### src/rtl/jcpu_step_pkg.sv
// Shared definitions for the step interface: step count, error bit indices,
// monitor state encoding and one-hot helpers.
package jcpu_step_pkg;

  localparam int unsigned STEP_COUNT = 6;
  localparam int unsigned ERR_W      = 3;
  localparam int unsigned ERR_ONEHOT = 0;
  localparam int unsigned ERR_ORDER  = 1;
  localparam int unsigned ERR_PHASE  = 2;

  typedef enum logic [1:0] {
    UNSYNC = 2'd0,
    SYNC   = 2'd1,
    FAULT  = 2'd2
  } step_state_e;

  // True when exactly one bit is set (zero is not one-hot).
  function automatic logic is_onehot(input logic [STEP_COUNT-1:0] v);
    return (v != '0) && ((v & (v - STEP_COUNT'(1))) == '0);
  endfunction

  // Successor of a step vector, bit i = step i; the last step wraps to step 0.
  function automatic logic [STEP_COUNT-1:0] rot_next(input logic [STEP_COUNT-1:0] v);
    return {v[STEP_COUNT-2:0], v[STEP_COUNT-1]};
  endfunction

endpackage

### src/rtl/jedge_det.sv
// 1-bit input register plus rise/fall detector.
// Ports: clk, reset (async active-low), d (raw input),
//        q (registered input), rise_c / fall_c (q vs its previous value).
module jedge_det (
  input  logic clk,
  input  logic reset,
  input  logic d,
  output logic q,
  output logic rise_c,
  output logic fall_c
);

  logic q_prev;

  // Two-stage sample: q is the current value, q_prev the one before it.
  always_ff @(posedge clk or negedge reset) begin
    if (!reset) begin
      q      <= 1'b0;
      q_prev <= 1'b0;
    end else begin
      q      <= d;
      q_prev <= q;
    end
  end

  assign rise_c = q & ~q_prev;
  assign fall_c = ~q & q_prev;

endmodule

### src/rtl/jstep_monitor.sv
// Receive-side checker for the clock-phase/stepper interface. Rebuilds the
// step index from the one-hot step bus, emits enable-rise / set-fall strobes,
// counts completed instructions and latches protocol errors.
// Ports:
//   clk, reset (async active-low), clr (sync fault clear)
//   wclke, wclks          phase strobes
//   bos[0:5]              one-hot step bus, bos[0] is the first step
//   sync, fault           state indications
//   step_idx              current step while sync
//   en_rise, set_fall     one-cycle strobes while sync
//   instr_cnt             completed instruction count (wraps)
//   err                   sticky {phase, order, one-hot} flags
module jstep_monitor
  import jcpu_step_pkg::*;
#(
  parameter int unsigned CNT_W   = 16,
  parameter bit          REQ_SET = 1'b1
) (
  input  logic             clk,
  input  logic             reset,
  input  logic             clr,
  input  logic             wclke,
  input  logic             wclks,
  input  logic [0:5]       bos,
  output logic             sync,
  output logic [2:0]       step_idx,
  output logic             en_rise,
  output logic             set_fall,
  output logic [CNT_W-1:0] instr_cnt,
  output logic [ERR_W-1:0] err,
  output logic             fault
);

  localparam int unsigned SW = STEP_COUNT;
  localparam logic [SW-1:0] STEP0 = SW'(1);
  localparam logic [2:0] LAST_IDX = 3'(SW - 1);

  step_state_e state;

  logic [SW-1:0] bos_v;
  logic [SW-1:0] bos_q1;
  logic [SW-1:0] bos_q2;

  logic en_q;
  logic en_rise_c;
  logic en_fall_unused;
  logic s_q;
  logic s_rise_c;
  logic s_fall_c;

  logic [1:0]       set_cnt;
  logic             bos_chg;
  logic [ERR_W-1:0] err_set;
  logic             go_fault;

  // Re-index the bus so bit i of the vector is step i.
  always_comb begin
    bos_v = '0;
    for (int i = 0; i < SW; i++) begin
      bos_v[i] = bos[i];
    end
  end

  always_ff @(posedge clk or negedge reset) begin
    if (!reset) begin
      bos_q1 <= '0;
      bos_q2 <= '0;
    end else begin
      bos_q1 <= bos_v;
      bos_q2 <= bos_q1;
    end
  end

  jedge_det u_en (
    .clk    (clk),
    .reset  (reset),
    .d      (wclke),
    .q      (en_q),
    .rise_c (en_rise_c),
    .fall_c (en_fall_unused)
  );

  jedge_det u_set (
    .clk    (clk),
    .reset  (reset),
    .d      (wclks),
    .q      (s_q),
    .rise_c (s_rise_c),
    .fall_c (s_fall_c)
  );

  // Error conditions evaluated every cycle; only acted on in SYNC.
  // A set rise coinciding with a step change belongs to the new step, so it
  // can never be a duplicate.
  always_comb begin
    err_set  = '0;
    bos_chg  = (bos_q1 != bos_q2);
    err_set[ERR_ONEHOT] = bos_chg && !is_onehot(bos_q1);
    err_set[ERR_ORDER]  = bos_chg && is_onehot(bos_q1) && (bos_q1 != rot_next(bos_q2));
    err_set[ERR_PHASE]  = (s_q && !en_q)
                       || (s_rise_c && !bos_chg && (set_cnt != 2'd0))
                       || (bos_chg && REQ_SET && (set_cnt != 2'd1));
    go_fault = |err_set;
  end

  // Monitor FSM with step tracking, counters and registered outputs.
  always_ff @(posedge clk or negedge reset) begin
    if (!reset) begin
      state     <= UNSYNC;
      sync      <= 1'b0;
      fault     <= 1'b0;
      step_idx  <= '0;
      set_cnt   <= '0;
      instr_cnt <= '0;
      err       <= '0;
      en_rise   <= 1'b0;
      set_fall  <= 1'b0;
    end else begin
      en_rise  <= 1'b0;
      set_fall <= 1'b0;
      unique case (state)
        UNSYNC: begin
          if (bos_q1 == STEP0) begin
            state    <= SYNC;
            sync     <= 1'b1;
            step_idx <= '0;
            set_cnt  <= '0;
          end
        end
        SYNC: begin
          if (go_fault) begin
            state <= FAULT;
            sync  <= 1'b0;
            fault <= 1'b1;
            err   <= err | err_set;
          end else begin
            en_rise  <= en_rise_c;
            set_fall <= s_fall_c;
            if (bos_chg) begin
              if (step_idx == LAST_IDX) begin
                step_idx  <= '0;
                instr_cnt <= instr_cnt + CNT_W'(1);
              end else begin
                step_idx <= step_idx + 3'd1;
              end
              set_cnt <= s_rise_c ? 2'd1 : 2'd0;
            end else if (s_rise_c) begin
              set_cnt <= set_cnt + 2'd1;
            end
          end
        end
        FAULT: begin
          if (clr) begin
            state     <= UNSYNC;
            fault     <= 1'b0;
            err       <= '0;
            instr_cnt <= '0;
          end
        end
        default: begin
          state <= UNSYNC;
          sync  <= 1'b0;
          fault <= 1'b0;
        end
      endcase
    end
  end

endmodule
### config.mk
export PLATFORM = sky130hd
export DESIGN_NAME = jstep_monitor
export DESIGN_NICKNAME = d
export VERILOG_FILES = /design/src/rtl/jcpu_step_pkg.sv /design/src/rtl/jedge_det.sv /design/src/rtl/jstep_monitor.sv
export SDC_FILE = /design/constraint.sdc
export NUM_CORES = 1
export LEC_CHECK = 0
export CAP_MARGIN = 5
export CORE_MARGIN = 10
export CORE_UTILIZATION = 48
export CTS_CLUSTER_DIAMETER = 30
export DETAILED_ROUTE_END_ITERATION = 12
export HOLD_SLACK_MARGIN = 0.12
export PLACE_DENSITY = 0.75
export SYNTH_ARGS = -nofsm -noshare
export SYNTH_HDL_FRONTEND = slang
export SYNTH_SLANG_ARGS = --single-unit
### constraint.sdc
create_clock -name clk -period 2.8 [get_ports clk]
set_clock_uncertainty 0.1 [all_clocks]
set_input_delay 0.56 -clock clk [delete_from_list [all_inputs] [get_ports clk]]
set_output_delay 0.56 -clock clk [all_outputs]
set_load 0.02 [all_outputs]
Yosys cells after proc, flatten, opt, wreduce, memory -nomap -nowiden --
Cells that the tools add are included.
Storage, ports and cells: flip-flop bits (word level) 46, latch bits 0, bits in writable memories 0, ROM bits 0, input bits 11, output and inout port bits 26, logic and storage cells 103, memories 0
Operators by class: $add $sub $neg 4, multipliers 0, div/mod/pow operators 0, magnitude comparators 0, equal/unequal tests 14, shift operators 0, multiplexer cells 33, bitwise operators 10, reductions and logical operators 27
Operators by type and width (count):
- $mux W16 | 4
- $pmux W16 S2 | 1
- $mux W3 | 6
- $add A16 B1 Y16 const B | 1
- $mux W2 | 7
- $ne A2 B2 Y1 const B | 6
- $ne A6 B6 Y1 | 2
- $pmux W3 S2 | 2
- $reduce_and A3 Y1 | 4
- $mux W1 | 9
- $logic_and A1 B1 Y1 | 8
- $reduce_and A4 Y1 | 2
- $and A6 B6 Y6 | 1
- $eq A6 B1 Y1 const B | 1
- $logic_not A6 Y1 | 1
- $pmux W1 S3 | 2
- $pmux W2 S3 | 1
- $reduce_bool A2 Y1 | 3
- $reduce_bool A6 Y1 | 1
- $sub A6 B1 Y6 const B | 1
- $not A1 Y1 | 5
- $reduce_and A5 Y1 | 1
- $pmux W2 S2 | 1
- $add A3 B1 Y3 const B | 1
- other kinds (12) | 17

Logic depth before layout (Yosys ltp) --
Gate-level depths: netlist of run 1.
depth in word-level cells 9, gate-level depth with buffers 8, gate-level depth less buffers 8

Cells and area by module --
From an unflattened synthesis of run 1, not the netlist that was laid out.
Second synthesis, totals: cell total of the unflattened synthesis 252, area, all modules 2547.4 µm²
By module, submodules not included:
- jstep_monitor | instances 1, cells an instance 244, area each 2417.3 µm², seq. area each 1051.0 µm²
- jedge_det | instances 2, cells an instance 4, area each 65.1 µm², seq. area each 50.0 µm²

Worst setup path before layout of run 1 --
No wires, ideal clock.
kind reg2reg, start point register bos_q1[4], end point register instr_cnt[14], library setup time 0.092 ns, data arrival time 2.516 ns, data required time 2.608 ns, setup slack 0.092 ns, stages on the path, launching flop included 9, path buffers 2, clock period less this slack 2.708 ns, cells stage by stage dfrtp_1 > buf_6 > or4_4 > maj3_2 > a31o_4 > or4_1 > buf_2 > nand2b_4 > o31ai_2
Between the ends: word-level cells in the longest chain between the ends 9, elaborated cells between the ends (all ways) 21, classes of those cells 1 x add/sub; 4 x eq/ne; 1 x bitwise; 15 x reduce/logical
Ends and longest elaborated chain:
- start, declared | RTL line jstep_monitor.sv:41 | logic [SW-1:0] bos_q1;
- start signal, assigned | RTL line jstep_monitor.sv:69 | bos_q1 <= bos_v;
- $sub A6 B1 Y6 / $ne A6 B6 Y1 (equally long branches) | RTL line jcpu_step_pkg.sv:19, jstep_monitor.sv:97
- $and A6 B6 Y6 / $logic_not A1 Y1 (equally long branches) | RTL line jcpu_step_pkg.sv:19, jstep_monitor.sv:101
- $logic_not A6 Y1 / $logic_and A1 B1 Y1 (equally long branches) | RTL line jcpu_step_pkg.sv:19, jstep_monitor.sv:101
- $logic_and A1 B1 Y1, on equally long branches | RTL line jcpu_step_pkg.sv:19, jstep_monitor.sv:101
- $logic_not A1 Y1 (tied with other cells) | RTL line jstep_monitor.sv:98 | err_set[ERR_ONEHOT] = bos_chg && !is_onehot(bos_q1);
- $logic_and A1 B1 Y1 (tied with other cells) | RTL line jstep_monitor.sv:98
- $reduce_or A3 Y1 | RTL line jstep_monitor.sv:103 | go_fault = |err_set;
- $ne A2 B2 Y1 (no source line)
- $reduce_and A5 Y1 (no source line) *
- end signal, assigned | RTL line jstep_monitor.sv:142 | instr_cnt <= instr_cnt + CNT_W'(1);
- end, declared | RTL line jstep_monitor.sv:29 | output logic [CNT_W-1:0] instr_cnt,
Mark *: on every way between the ends. The rest lies on a longest branch, timed or not. A chain may end at the register's enable or synchronous reset.

Final worst setup path of run 1 --
start point register bos_q1[2], end point register instr_cnt[7]
Same word-level chain as after synthesis.

==> impl_metrics.json, run 1 <==
{
  "max_freq_mhz": 369,
  "grt.overflow.total": 0,
  "ctsHoldBuffers": 0,
  "p_switching_mw": 0.394,
  "synth_top_area_cell": "dfrtp_1",
  "drt-total-wl_um": 5760,
  "period_share_pct": 96.9,
  "crit_buf_inv": 0,
  "synth-main-ff-cell": "dfrtp_1",
  "seqCellArea_um2": 1150,
  "synth_area_leaders": "dfrtp_1 49%, o31ai_1 4.2%, xor2_1 4.1%",
  "layout-area-overhead-vs-synth_pct": 24.7,
  "rsz0062_at_grt": "no",
  "globalRouteTotalUtil_pct": 14.2,
  "crit_fanout": 8,
  "rows": 25,
  "ios": 37,
  "async_flop_share_pct": 100,
  "cts-htree-levels": 2,
  "multi_input_area_um2": 1120,
  "outcome": "completed",
  "whs_ns": 0.109,
  "synth_fp_nets": 250,
  "crit_path_start_kind": "flop",
  "core-area_um2": 4720,
  "diodes": 0,
  "cp_data_arrival_time_ns": 2.85,
  "maxCapViolCount": 0,
  "nNetsFinal": 296,
  "dr.pass1.iters": 5,
  "wl_per_cell_um": 16.5,
  "end_kind": "flop",
  "vias": 2054,
  "die_area_um2": 8060,
  "synth_area_um2": 2340,
  "synth_edf_count": 0,
  "synth_commonest_cells": "46 x dfrtp_1, 22 x nand2_1, 14 x nor2_1",
  "syn_area_per_cell_um2": 9.91,
  "clk_pin_slew_ns": 0.09,
  "fin_setup_tns_ns": 0,
  "grt_antenna_before_repair": 0,
  "swShare_pct": 27.8,
  "die_w_um": 89.8,
  "grt_max_degree": 26,
  "crit_slowest_cell": "or4_4",
  "clock_sinks": 46,
  "clk_latency_ns": 0.30,
  "cts_made_buffers": 5,
  "p_total_mw": 1.42,
  "post_dp_cell_area_um2": 2820,
  "post_cts_buffers": 0,
  "cpPeakStageDelay_ns": 0.54,
  "hold_violations": 0,
  "clockRootBuffer": "clkbuf_8",
  "post-route-util_pct": 61.7,
  "p_seq_share_pct": 53.3,
  "min_path_type": "primary input to asynchronous set/reset pin",
  "drt-initial-drc-count": 207,
  "max-slew-margin-rel_pct": 67.2,
  "grt_pass1_wl_um": 9740,
  "yosys.cell_count.top_type": "dfrtp_1",
  "synth-seq-area-share_pct": 49.2,
  "min_period_ns": 2.71,
  "cts_tree": "done",
  "cts_resized": 0,
  "drive_above_1_share_pct": 9.89,
  "fill_cells": 375,
  "required_ns": 2.94,
  "start_util_pct": 49.5,
  "tightest_slew_ns": 0.492,
  "maxSlewViolCount": 0,
  "crit_chain": "or4_4, maj3_2, a31o_4, or3_1, o41ai_1, a21o_1",
  "synth_top_area_share_pct": 49.2,
  "cp_top_family": "simple AND/OR/NAND/NOR gates",
  "path_class": "flop to flop",
  "ant_nets": 0,
  "routabilityCongestion": 0.919,
  "synth_cell_types": 46,
  "final_area_um2": 2920,
  "fp.dieH_um": 89.8,
  "drc": 0,
  "clk_path_buf_depth": 2,
  "ir_drop_uv": 334,
  "port_buffers": 36,
  "vias_per_cell": 5.87,
  "clkPwrFrac_pct": 29.4,
  "ys_seq_elements": 46,
  "grt_pass1_vias": 1896,
  "p_int_mw": 1.02,
  "leakage_nw": 1.21,
  "power_density_nw_per_um2": 487,
  "setup_viol": 0,
  "yosys_warnings": 0,
  "synthCells": 236,
  "hpwl_um": 4240,
  "pwr-share-comb_pct": 17.4
}
## kinds of logic after synthesis
group / share of synthesized area, %
buffers and inverters: 3.16
DFF: 49.2
xor gates and xnor gates: 4.87
adders and majority gates: 2.09
AOI/OAI and AO/OA: 21.9
and+or+nand+nor: 18.8
## power by group through the flow
stage,registers (mW),logic [mW],clock network [mW]
global route,0.765,0.269,0.459
floorplan,0.801,0.0838,0
detailed placement,0.768,0.248,0
finish,0.756,0.247,0.417
global placement,0.768,0.243,0
CTS,0.756,0.250,0.426
## cells in the final DEF, fill, tap and decap left out, types with 2 or more instances in the layout
| cell | count |
|---|---|
| xnor2_1 | 2 |
| o31ai_2 | 2 |
| and4_1 | 2 |
| nand3_1 | 8 |
| a21o_1 | 4 |
| inv_1 | 9 |
| nor3b_1 | 3 |
| o31a_1 | 2 |
| and2_1 | 2 |
| nor3_1 | 3 |
| nor2b_1 | 3 |
| clkdlybuf4s50_1 | 35 |
| nor4_1 | 3 |
| and3_1 | 3 |
| a21oi_1 | 13 |
| o21ai_0 | 8 |
| o41ai_1 | 4 |
| o21ai_1 | 13 |
| nand2_1 | 22 |
| a2bb2oi_1 | 2 |
| ha_1 | 3 |
| clkbuf_8 | 6 |
| nand4_1 | 3 |
| buf_4 | 11 |
| o22ai_1 | 2 |
| dfrtp_1 | 46 |
| or4_4 | 2 |
| nor2_1 | 14 |
| xor2_1 | 11 |
| o31ai_1 | 13 |
| a31oi_1 | 6 |
| or3_1 | 3 |
| nand2b_1 | 4 |
## per-layer routing
metal  GRT usage, %  share of wire (%)
met5              0                  0
met4           4.99                1.3
met3           2.66                7.3
met2           21.7                 47
met1           19.6                 44
## cell type report
type                       instances  share of cell area (%)
sequential                        46                    39.5
multi-input combinational        173                    38.3
timing repair buffer              47                    15.0
clock buffer                       7                    2.96
tap                               67                    2.88
inverter                           9                    1.16
clock inverter                     1                   0.172
## path summary, 6_finish.rpt
check / cells past startpoint / endpoint / startpoint / slack [ns]
worst max-delay path: 6 / instr_cnt[7] / bos_q1[2] / 0.09
worst min-delay path: 1 / u_set.q / reset / 0.11
worst max register to register: 6 / instr_cnt[7] / bos_q1[2] / 0.09
worst min register to register: 1 / en_rise / u_en.q_prev / 0.31
max in group asynchronous: 2 / bos_q2[2] / reset / 1.78
min in group clk: 1 / en_rise / u_en.q_prev / 0.31
## per-stage QoR
step	setup WS, ns	std cells
2_1_floorplan	0.0923	236
6_report	0.0867	350
5_1_grt	0.0100	350
3_5_place_dp	0.0313	342
4_1_cts	0.00369	350
3_3_place_gp	0.126	342
## sequential cells by signal, indices dropped and copies added (netlist names), 2 cells and up
signal	count
instr_cnt	16
err	3
bos_q1	6
step_idx	3
state	2
set_cnt	2
bos_q2	6
Power figures use the tool's default switching activity.
==> run 2: changes to the inputs <==
--- a/config.mk
+++ b/config.mk
@@ -6,7 +6,7 @@
 export NUM_CORES = 1
 export LEC_CHECK = 0
 export CAP_MARGIN = 5
-export CORE_MARGIN = 10
+export CORE_MARGIN = 3
 export CORE_UTILIZATION = 48
 export CTS_CLUSTER_DIAMETER = 30
 export DETAILED_ROUTE_END_ITERATION = 12
==> run 2 against run 1 <==
Clock-buffer cell count down 1. Die area down 29%. Final cell count down 0.29%. Non-clock buffer count up 1. Core utilization up 2.7 points. Register-to-register slack better by 0.04 ns. First-iteration DRC count down 13%. Cell area up 0.26%. Critical path type unchanged.
==> impl_metrics.json, run 2 (synthesis gave the netlist of run 1 again) <==
{
  "power_density_nw_per_um2": 484,
  "setup_viol": 0,
  "pwr-share-comb_pct": 17.4,
  "crit_fanout": 7,
  "drt-total-wl_um": 5370,
  "period_share_pct": 95.4,
  "whs_ns": 0.307,
  "core-area_um2": 4530,
  "p_int_mw": 1.00,
  "hold_violations": 0,
  "p_seq_share_pct": 53.4,
  "ir_drop_uv": 335,
  "worstHoldEndpoint": "en_rise",
  "crit_path_start_kind": "flop",
  "nNetsFinal": 297,
  "min_delay_path_depth": 1,
  "end_kind": "flop",
  "multi_input_area_um2": 1120,
  "r2r_cells": 6,
  "rows": 24,
  "ios": 37,
  "clock_sinks": 46,
  "swShare_pct": 29.1,
  "clk_latency_ns": 0.31,
  "routabilityCongestion": 0.822,
  "outcome": "completed",
  "grt_pass1_wl_um": 9020,
  "hpwl_um": 3870,
  "post_cts_buffers": 0,
  "r2r_setup_slack_ns": 0.13,
  "ant_nets": 0,
  "r2r_end": "instr_cnt[12]",
  "grt_antenna_before_repair": 0,
  "required_ns": 2.92,
  "drt-initial-drc-count": 181,
  "tightest_slew_ns": 0.502,
  "min_period_ns": 2.67,
  "max-slew-margin-rel_pct": 66.5,
  "diodes": 0,
  "clkPwrFrac_pct": 29.2,
  "die_w_um": 75.8,
  "seqCellArea_um2": 1150,
  "maxSlewViolCount": 0,
  "post-place-ws_ns": 0.0721,
  "fin_setup_tns_ns": 0,
  "min_path_type": "flop to flop",
  "clockRootBuffer": "clkbuf_8",
  "instances_no_fill": 349,
  "clk_pin_slew_ns": 0.09,
  "wl_per_cell_um": 15.4,
  "cts_tree": "done",
  "maxCapViolCount": 0,
  "p_switching_mw": 0.411,
  "grt.overflow.total": 0,
  "vias_per_cell": 5.78,
  "port_buffers": 36,
  "layout_setup_ws_ns": 0.128,
  "grt_max_degree": 30,
  "vias": 2017,
  "cts_made_buffers": 5,
  "drc": 0,
  "final_common_cell": "dfrtp_1",
  "layout-area-overhead-vs-synth_pct": 25.0,
  "rsz0062_at_grt": "no",
  "path_class": "flop to flop",
  "dp_cells": 340,
  "dr.pass1.iters": 5,
  "drive_above_1_share_pct": 10.2,
  "start_util_pct": 51.6,
  "leakage_nw": 1.21,
  "clk_path_buf_depth": 2,
  "grt_pass1_vias": 1865,
  "cts-htree-levels": 2,
  "hold_start": "u_en.q_prev",
  "fp.dieH_um": 75.8,
  "top_register": "instr_cnt",
  "largest_register_ffs": 16,
  "post-route-util_pct": 64.5,
  "layout_common_cells": "46 x dfrtp_1, 35 x clkdlybuf4s50_1, 22 x nand2_1",
  "cp_data_arrival_time_ns": 2.79,
  "globalRouteTotalUtil_pct": 20.8,
  "regToRegStartpoint": "bos_q1[2]",
  "top_regs": "instr_cnt x16, bos_q1 x6, bos_q2 x6",
  "max_freq_mhz": 374,
  "fill_cells": 363,
  "die_area_um2": 5750
}
run 2: cell count changes in the layout (fill, tap and decap cells not counted):
cell / change
or3_4: +1
dlygate4sd3_1: +1
clkinv_4: +1
clkbuf_8: -1
or3_1: -1
run 2: cell type report:
| cell class | count | area share (%) |
|---|---|---|
| multi-input combinational | 173 | 38.4 |
| tap | 65 | 2.78 |
| clock inverter | 2 | 0.471 |
| clock buffer | 6 | 2.48 |
| sequential | 46 | 39.4 |
| timing repair buffer | 48 | 15.3 |
| inverter | 9 | 1.16 |
run 2: power groups by stage:
stage / Sequential [mW] / Combinational (mW) / Clock (mW)
after detailed placement: 0.768 / 0.244 / 0
after floorplan: 0.801 / 0.0838 / 0
after CTS: 0.755 / 0.247 / 0.419
after global routing: 0.763 / 0.272 / 0.445
after global placement: 0.767 / 0.240 / 0
final: 0.756 / 0.245 / 0.414
run 2: stage by stage:
stage,total power [mW],area [um^2]
2_1_floorplan,0.885,2340
3_3_place_gp,1.01,2820
3_5_place_dp,1.01,2820
4_1_cts,1.42,2910
5_1_grt,1.48,2920
6_report,1.41,2920
run 2: repair_timing:
action	in CTS	in global routing
hold buffers	1	0
hold endpoints to repair	17	0
setup endpoints to repair	0	8
resized for setup	0	2
run 2: metal layers:
metal  part of all wire, %  track usage, %  vias up
met2                    46            29.2       83
met4                  0.93            6.21        0
met5                     0               0        -
met3                   6.8            5.01        6
li1                      -               -      961
met1                    47            31.5      967
run 2: worst max-delay path by stage:
stage	startpoint	endpoint	slack, ns
floorplan	bos_q1[4]	instr_cnt[14]	0.09
CTS	bos_q1[2]	instr_cnt[12]	0.04
finish	bos_q1[2]	instr_cnt[12]	0.13
detailed placement	bos_q1[2]	instr_cnt[12]	0.07
global route	bos_q1[2]	instr_cnt[14]	0.03
global placement	bos_q1[2]	instr_cnt[12]	0.13
run 2: critical path, stage by stage (launching register included):
cell and delay [ns]:
dfrtp_1 0.38, or4_4 0.54, maj3_2 0.34, a31o_4 0.24
or4_4 0.58, nand2b_4 0.18, o31ai_2 0.22
